==> config.mk <==
export PLATFORM = sky130hd
export DESIGN_NAME = ascii_number_parser
export DESIGN_NICKNAME = d
export VERILOG_FILES = /design/src/rtl/ascii_number_parser.sv
export SDC_FILE = /design/constraint.sdc
export NUM_CORES = 1
export LEC_CHECK = 0
export BUFFER_PORTS_ARGS = -buffer_cell sky130_fd_sc_hd__buf_2
export CELL_PAD_IN_SITES_DETAIL_PLACEMENT = 0
export CELL_PAD_IN_SITES_GLOBAL_PLACEMENT = 2
export CORE_MARGIN = 2
export CORE_UTILIZATION = 32
export DETAILED_ROUTE_END_ITERATION = 10
export GPL_TIMING_DRIVEN = 0
export PLACE_DENSITY_LB_ADDON = 0.1
export SLEW_MARGIN = 15
export SYNTH_ARGS = -nofsm -noshare
export SYNTH_HDL_FRONTEND = slang
export SYNTH_SLANG_ARGS = --single-unit
==> constraint.sdc <==
create_clock -name clk -period 3 [get_ports clk]
set_clock_uncertainty 0.15 [all_clocks]
set_input_delay 0.15 -clock clk [delete_from_list [all_inputs] [get_ports clk]]
set_output_delay 0.15 -clock clk [all_outputs]
set_load 0.005 [all_outputs]
==> src/rtl/ascii_number_parser.sv <==
// Streaming ASCII-to-integer parser: accumulates digits in a configurable radix/width/sign
// and hands each finished token to the consumer over valid/ready, flagging overflow and bad tokens.
module ascii_number_parser #(
  parameter int WIDTH  = 16,
  parameter int RADIX  = 10,
  parameter bit SIGNED = 1'b0
) (
  input  logic             clk,
  input  logic             rst,
  input  logic [7:0]       in_data,
  input  logic             in_valid,
  output logic             in_ready,
  input  logic             flush,
  output logic [WIDTH-1:0] out_data,
  output logic             out_valid,
  input  logic             out_ready,
  output logic             out_ovf,
  output logic             out_err
);

  typedef enum logic [1:0] {IDLE, ACCUM, EMIT} state_t;

  localparam int               PW          = WIDTH + 5;
  localparam logic [PW-1:0]    RADIX_W     = PW'(RADIX);
  localparam logic [WIDTH-1:0] ONE         = WIDTH'(1);
  localparam logic [WIDTH-1:0] MAX_POS     = {1'b0, {(WIDTH-1){1'b1}}};
  localparam logic [WIDTH-1:0] MIN_NEG_MAG = {1'b1, {(WIDTH-1){1'b0}}};

  state_t           state_q, state_d;
  logic [WIDTH-1:0] acc_q, acc_d;
  logic             neg_q, neg_d;
  logic [3:0]       ndig_q, ndig_d;
  logic             ovf_q, ovf_d;
  logic             last_flush_q, last_flush_d;
  logic [WIDTH-1:0] out_data_q, out_data_d;
  logic             out_valid_q, out_valid_d;
  logic             out_ovf_q, out_ovf_d;
  logic             out_err_q, out_err_d;

  logic             is_digit, is_minus, is_term;
  logic [3:0]       digit_val;
  logic [PW-1:0]    next_exact;
  logic             digit_ovf, range_err, flush_edge, xfer;

  logic [WIDTH-1:0] acc_n;
  logic             neg_n, ovf_n, tok_n, tok_err, tok_term;
  logic [3:0]       ndig_n;

  always_comb begin
    is_digit  = 1'b0;
    digit_val = 4'd0;
    if (in_data >= 8'h30 && in_data <= 8'h39) begin
      is_digit  = 1'b1;
      digit_val = in_data[3:0];
    end else if (RADIX == 16 &&
                 ((in_data >= 8'h41 && in_data <= 8'h46) ||
                  (in_data >= 8'h61 && in_data <= 8'h66))) begin
      is_digit  = 1'b1;
      digit_val = in_data[3:0] + 4'd9;
    end
    is_minus = (in_data == 8'h2D);
    is_term  = (in_data == 8'h20) || (in_data == 8'h0D) || (in_data == 8'h0A);
  end

  // The extended product keeps the bits above WIDTH so overflow is seen on the digit that causes it.
  assign next_exact = {5'b0, acc_q} * RADIX_W + {{(PW-4){1'b0}}, digit_val};
  assign digit_ovf  = |next_exact[PW-1:WIDTH];
  assign range_err  = SIGNED && (neg_q ? (acc_q > MIN_NEG_MAG) : (acc_q > MAX_POS));
  assign flush_edge = flush & ~last_flush_q;
  assign in_ready   = (state_q != EMIT);
  assign xfer       = in_valid & in_ready;

  always_comb begin
    state_d      = state_q;
    acc_d        = acc_q;
    neg_d        = neg_q;
    ndig_d       = ndig_q;
    ovf_d        = ovf_q;
    last_flush_d = flush;
    out_data_d   = out_data_q;
    out_valid_d  = out_valid_q;
    out_ovf_d    = out_ovf_q;
    out_err_d    = 1'b0;

    acc_n    = acc_q;
    neg_n    = neg_q;
    ndig_n   = ndig_q;
    ovf_n    = ovf_q;
    tok_n    = (state_q == ACCUM);
    tok_err  = 1'b0;
    tok_term = flush_edge;

    case (state_q)
      IDLE, ACCUM: begin
        if (xfer) begin
          if (is_digit) begin
            acc_n  = next_exact[WIDTH-1:0];
            ovf_n  = ovf_q | digit_ovf;
            ndig_n = (ndig_q == 4'hF) ? ndig_q : ndig_q + 4'd1;
            tok_n  = 1'b1;
          end else if (is_minus) begin
            if (state_q == IDLE && SIGNED) begin
              neg_n = 1'b1;
              tok_n = 1'b1;
            end else begin
              tok_err = 1'b1;
            end
          end else if (is_term) begin
            tok_term = 1'b1;
          end else begin
            tok_err = 1'b1;
          end
        end

        // A terminator on a lone '-' is treated as a malformed token.
        if (tok_term && tok_n && ndig_n == 4'd0) begin
          tok_err = 1'b1;
        end

        if (tok_err) begin
          acc_d     = '0;
          neg_d     = 1'b0;
          ndig_d    = 4'd0;
          ovf_d     = 1'b0;
          out_err_d = 1'b1;
          state_d   = IDLE;
        end else begin
          acc_d   = acc_n;
          neg_d   = neg_n;
          ndig_d  = ndig_n;
          ovf_d   = ovf_n;
          if (tok_term && tok_n) begin
            state_d = EMIT;
          end else begin
            state_d = tok_n ? ACCUM : IDLE;
          end
        end
      end

      EMIT: begin
        if (!out_valid_q) begin
          out_data_d  = neg_q ? (~acc_q + ONE) : acc_q;
          out_ovf_d   = ovf_q | range_err;
          out_valid_d = 1'b1;
        end else if (out_ready) begin
          out_valid_d = 1'b0;
          acc_d       = '0;
          neg_d       = 1'b0;
          ndig_d      = 4'd0;
          ovf_d       = 1'b0;
          state_d     = IDLE;
        end
      end

      default: state_d = IDLE;
    endcase
  end

  always_ff @(posedge clk) begin
    if (rst) begin
      state_q      <= IDLE;
      acc_q        <= '0;
      neg_q        <= 1'b0;
      ndig_q       <= 4'd0;
      ovf_q        <= 1'b0;
      last_flush_q <= 1'b0;
      out_data_q   <= '0;
      out_valid_q  <= 1'b0;
      out_ovf_q    <= 1'b0;
      out_err_q    <= 1'b0;
    end else begin
      state_q      <= state_d;
      acc_q        <= acc_d;
      neg_q        <= neg_d;
      ndig_q       <= ndig_d;
      ovf_q        <= ovf_d;
      last_flush_q <= last_flush_d;
      out_data_q   <= out_data_d;
      out_valid_q  <= out_valid_d;
      out_ovf_q    <= out_ovf_d;
      out_err_q    <= out_err_d;
    end
  end

  assign out_data  = out_data_q;
  assign out_valid = out_valid_q;
  assign out_ovf   = out_ovf_q;
  assign out_err   = out_err_q;

endmodule

* Yosys cells after proc, flatten, opt, wreduce, memory -nomap -nowiden
Index checks and enable logic that the tools add are counted.
** Word-level totals
- Register bits after elaboration :: 44
- Bits in latches :: 0
- Memory bits (writable) :: 0
- Memory bits (read-only) :: 0
- Bits of input ports :: 13
- Output and inout port bits :: 20
- Word-level logic and storage cells :: 100
- Memories kept :: 0
** Operators by class
- Add/sub/neg operators :: 3
- $mul :: 1
- Divide/modulo/power cells :: 0
- $lt $le $gt $ge :: 2
- Equality and inequality tests :: 13
- Shift-type cells :: 0
- Multiplexer cells :: 48
- Bitwise logic cells :: 7
- Reduce and logical (&&, ||, !) cells :: 16
** Operators by type and width (count)
- $mux W16 :: 6
- $mux W4 :: 8
- $pmux W16 S2 :: 1
- $mux W1 :: 25
- $add A20 B4 Y21 :: 1
- $mul A16 B3 Y19 const B :: 1
- $add A16 B1 Y16 const B :: 1
- $eq A8 B4 Y1 const B :: 2
- $eq A8 B6 Y1 const B :: 2
- $not A16 Y16 :: 1
- $ge A8 B6 Y1 const B :: 1
- $le A8 B6 Y1 const B :: 1
- $mux W2 :: 4
- $pmux W4 S2 :: 1
- $ne A2 B2 Y1 const B :: 3
- $ne A3 B2 Y1 const B :: 2
- $reduce_and A5 Y1 :: 1
- $reduce_or A5 Y1 :: 1
- $add A4 B1 Y4 const B :: 1
- $eq A4 B4 Y1 const B :: 1
- $logic_not A4 Y1 :: 1
- $pmux W1 S2 :: 2
- $pmux W2 S2 :: 1
- $reduce_and A2 Y1 :: 2
- other kinds (13) :: 20

* Depth between registers and ports, before layout
- Depth in word-level cells :: 14
- Mapped depth :: 14
- Gate-level depth less buffers :: 13

* Worst setup path after synthesis
Ideal clock, no wire load.
- Kind :: reg2reg
- Start point :: register acc_q[1]
- End point :: register ovf_q
- Library setup time :: 0.120 ns
- Arrival time :: 2.993 ns
- Required time :: 2.730 ns
- Setup slack :: -0.262 ns
- Stages on the path, launching flop included :: 12
- Clock period less this slack :: 3.262 ns
- Path through :: dfxtp_1 -> ha_1 -> ha_1 -> fa_1 -> a21o_1 -> nand4_1 -> a211oi_1 -> nor3b_1 -> nor2b_1 -> nand4_1 -> mux2_1 -> o31a_1
** On the way
- Cells in the longest elaborated chain, start to end :: 8
** RTL lines
- from (decl) :: line 30 : logic [WIDTH-1:0] acc_q, acc_d;
- from (signal assigned) :: line 162 : acc_q <= '0;
- from (signal assigned) :: line 173 : acc_q <= acc_d;
- $mul A16 B3 Y19 :: line 66 : assign next_exact = {5'b0, acc_q} * RADIX_W + {{(PW-4){1'b0}}, digit_val};
- $add A20 B4 Y21 :: line 66
- $reduce_or A5 Y1 :: line 67 : assign digit_ovf = |next_exact[PW-1:WIDTH];
- $or A1 B1 Y1 :: line 98 : ovf_n = ovf_q | digit_ovf;
- $mux W1 :: line 96 : if (is_digit) begin
- $mux W1 :: line 95 : if (xfer) begin
- $mux W1 :: line 120 : if (tok_err) begin
- $pmux W1 S2 :: line 93 : case (state_q)
- to (signal assigned) :: line 176 : ovf_q <= ovf_d;
- to (decl) :: line 33 : logic ovf_q, ovf_d;
Every way passes these cells. The select of a mux whose other input is x is not followed.
A chain may end at the register's enable or synchronous reset.

* Worst setup path after layout
Ends and elaborated chain as after synthesis.

==> run metrics <==
synthesized instance count=359; period utilisation layout=104%; Warnings, synthesis=0; maximum achievable frequency=320 MHz; global-route met3 utilization=2.28%; worst hold-check path type=in -> reg; max_slew headroom=55.5%; maximum root-to-sink buffer count=2; hold-critical path depth=3; failing checks=negative setup slack; Min-Delay Startpoint=in_valid; remaining antenna violation count after routing=0; starting density of the core=32.9%; post-layout min period=3.12 ns; worst hold-check slack=0.0142 ns; CP cell instances=ha_4, ha_4, fa_2, a21o_1, nand4_1, a21oi_2, or3_4, o211ai_1, o31ai_1, mux2_4, o31a_1; actual slew at the worst max-slew pin=0.665 ns; leakage power=1.65 nW; most congested layer reported by global routing=met2; H-Tree Depth=2; most common cell after layout, fill and taps aside=sky130_fd_sc_hd__nand2_1; #FFs+latches synth=43; routability cong.=0.761; Slowest-stage cell, CP=sky130_fd_sc_hd__or3_4; worst reg-to-reg path cell count=11; total count of max-transition violations in the final report=0; drt wl/cell=14.8 um; TritonCTS clock tree=done; total non-filler cell area in the finished layout=3780 um2; Net count, final=460; max-cap violation count=0; maximum ir drop on the vdd rail=0.167 mV; Critical Path Sink Type=flop; DRT Wirelength=7760 um; post-detailed-route DRC marker count=0; number of placed I/O pins=33; Vias=2702; sum of negative setup slack=-0.166 ns; first drt pass iteration count=4; endpoint required time on the critical path=3.04 ns; hold violation total from the final report=0; largest incremental delay on the critical path=0.38 ns; post-detail-place hpwl=5930 um; global-route track usage on met2=25.6%; end of the worst register-to-register path=ovf_q$_SDFFE_PP0P_; Clk Tree Root Cell=sky130_fd_sc_hd__clkbuf_8; Placement Cell Area=3370 um2; Synth-to-Final Area Change=25.0%; Worst Slack Setup Final=-0.123 ns; largest net degree at the start of global routing=14; run status=complete, but fails checks; Clock Sinks=43; Std-Cell Core Area=9200 um2; number of diodes=0; share of flip-flops with an asynchronous set or reset=0%; via density per instance=5.15; setup repair after global routing missed its margin=true; overall die area=10200 um2; count of distinct cell types in the synthesized netlist=61; maximum net fanout on the critical path=4; top library cells by usage in the layout, fill and taps aside=sky130_fd_sc_hd__nand2_1, sky130_fd_sc_hd__buf_2, sky130_fd_sc_hd__dfxtp_1, sky130_fd_sc_hd__a21oi_1, sky130_fd_sc_hd__nor2_1; Worst setup SP type=flop; GR Overflow Total=0; overall track demand over capacity in global routing=16.0%; Arr. time, crit path=3.17 ns; number of setup violations in the final report=2; cell occurring most often along the worst timing path=sky130_fd_sc_hd__ha_4; number of buffers created by CTS=5; classification of the worst setup path=reg -> reg; startpoint of the most critical register-to-register path=acc_q[1]$_SDFFE_PP0P_; sequential share of the synthesized area=28.5%; count of flip-flops with a built-in enable after synthesis=0; clock latency of the later-clocked register in the worst-skew pair=0.30 ns; PD cells=291 nW/um2; clock transition at the register clock pins on the worst setup and hold paths after CTS=0.09 ns; worst slack at placement=-0.331 ns; number of antenna violations at the first check in global routing=0; share of layout cells above drive strength 1=26.3%; average size of a mapped cell=8.42 um2; Post-Syn Nets=406; flop-to-flop setup slack=-0.12 ns; vertical die dimension=101 um; number of DRC violations after detailed-routing iteration 0=79; Chip Width=101 um; top flip-flop cell by instance count after synthesis=sky130_fd_sc_hd__dfxtp_1; global-route wire length before repair=13100 um; via count of the first global-routing pass=2614; grt met1 use=22.8%; count of buffers inserted at the top-level ports=32; endpoint with the worst hold slack=state_q[0]$_SDFFE_PP0P_; # rows=35; post-synthesis cell area=3020 um2
[flip-flops by register name (all words and copies together) (netlist names)]
signal and flops:
acc_q 16, last_flush_q 1, ndig_q 4, out_data 16
out_err 1, out_ovf 1, out_valid 1, ovf_q 1
state_q 2
[metrics by stage]
step	cells	util, %	power (mW)
after floorplan	359	-	0.615
after global placement	502	36.7	0.641
after detailed placement	502	36.7	0.641
after CTS	520	40.1	1.12
after global routing	525	41.1	1.14
final	525	41.1	1.10
[routing by layer]
metal  wire [um]  share of wire, %
met1        3950                51
met2        3560                46
met3         158               2.0
met4          92               1.2
met5           0                 0
[worst max-delay path: cells and delay by family (launching register included)]
kind | cells | cell delay, ns
flops | 1 | 0.36
mux | 1 | 0.28
simple gates | 2 | 0.56
fa+ha+maj | 3 | 0.76
compound gates | 5 | 0.91
[logic make-up (layout without fill, tap and decap cells)]
group | after synthesis | in the layout | synth area share, %
adder cells (fa/ha/maj) | 34 | 34 | 14.6
AND/OR/NAND/NOR | 153 | 153 | 27.9
XOR/XNOR | 18 | 18 | 5.71
multiplexers | 7 | 7 | 2.40
flip-flops | 43 | 43 | 28.5
buffers and inverters | 16 | 71 | 2.19
AO/OA/AOI/OAI | 88 | 88 | 18.7
[synth_stat cells, types with 3 or more instances]
cell                       number  area [um2]
sky130_fd_sc_hd__buf_2          5        25.0
sky130_fd_sc_hd__and2_1         8        50.1
sky130_fd_sc_hd__a21o_1         4        30.0
sky130_fd_sc_hd__or4b_1         3        30.0
sky130_fd_sc_hd__nand3_1        9        45.0
sky130_fd_sc_hd__o21ai_1        6        30.0
sky130_fd_sc_hd__o21ai_0        5        25.0
sky130_fd_sc_hd__dfxtp_1       43         861
sky130_fd_sc_hd__xor2_1         7        61.3
sky130_fd_sc_hd__nand4_1        5        31.3
sky130_fd_sc_hd__xnor2_1        9        78.8
sky130_fd_sc_hd__a22oi_1       12        90.1
sky130_fd_sc_hd__and3_1         3        18.8
sky130_fd_sc_hd__a21oi_1       36         180
sky130_fd_sc_hd__inv_1          3        11.3
sky130_fd_sc_hd__a22o_1         3        26.3
sky130_fd_sc_hd__nor2_1        30         113
sky130_fd_sc_hd__mux2i_1        5        50.1
sky130_fd_sc_hd__nand2b_1       8        50.1
sky130_fd_sc_hd__ha_1          32         400
sky130_fd_sc_hd__o21a_1         5        37.5
sky130_fd_sc_hd__clkbuf_1       7        26.3
sky130_fd_sc_hd__nor2b_1       11        68.8
sky130_fd_sc_hd__nand2_1       48         180
[how the worst max path moves through the flow]
stage                     startpoint                      to  slack [ns]  depth (start not counted)
6_report       acc_q[1]$_SDFFE_PP0P_      ovf_q$_SDFFE_PP0P_       -0.12                         11
5_1_grt        acc_q[9]$_SDFFE_PP0P_      ovf_q$_SDFFE_PP0P_       -0.25                         10
4_1_cts        acc_q[1]$_SDFFE_PP0P_      ovf_q$_SDFFE_PP0P_       -0.15                         11
3_5_place_dp   acc_q[2]$_SDFFE_PP0P_      ovf_q$_SDFFE_PP0P_       -0.33                         10
3_3_place_gp   acc_q[6]$_SDFFE_PP0P_      ovf_q$_SDFFE_PP0P_       -0.36                         10
2_1_floorplan  acc_q[1]$_SDFFE_PP0P_  acc_q[15]$_SDFFE_PP0P_       0.004                         11
[what timing repair did]
action / CTS / global route
setup endpoints to repair: 5 / 6
resized for setup: 25 / 11
cloned: 0 / 0
hold buffers: 1 / 0
buffers inserted: 9 / 5
pin swaps: 15 / 7
hold endpoints to repair: 2 / 0
[cell type report]
type,instances,area (um2)
fillers,971,5420
inverters,4,15.0
well taps,111,139
flip-flops and latches,43,881
clock buffers,6,82.6
repair buffers,47,288
plain buffers,12,53.8
clock inverters,2,35.0
multi-input cells,300,2280
[where the power goes]
part / total (mW) / internal (mW) / switching [mW]
registers: 0.569 / 0.568 / 0.000768
clock network: 0.475 / 0.270 / 0.205
logic: 0.0547 / 0.0193 / 0.0354
total: 1.10 / 0.857 / 0.241
No activity file was read; power rests on OpenSTA's default activity.
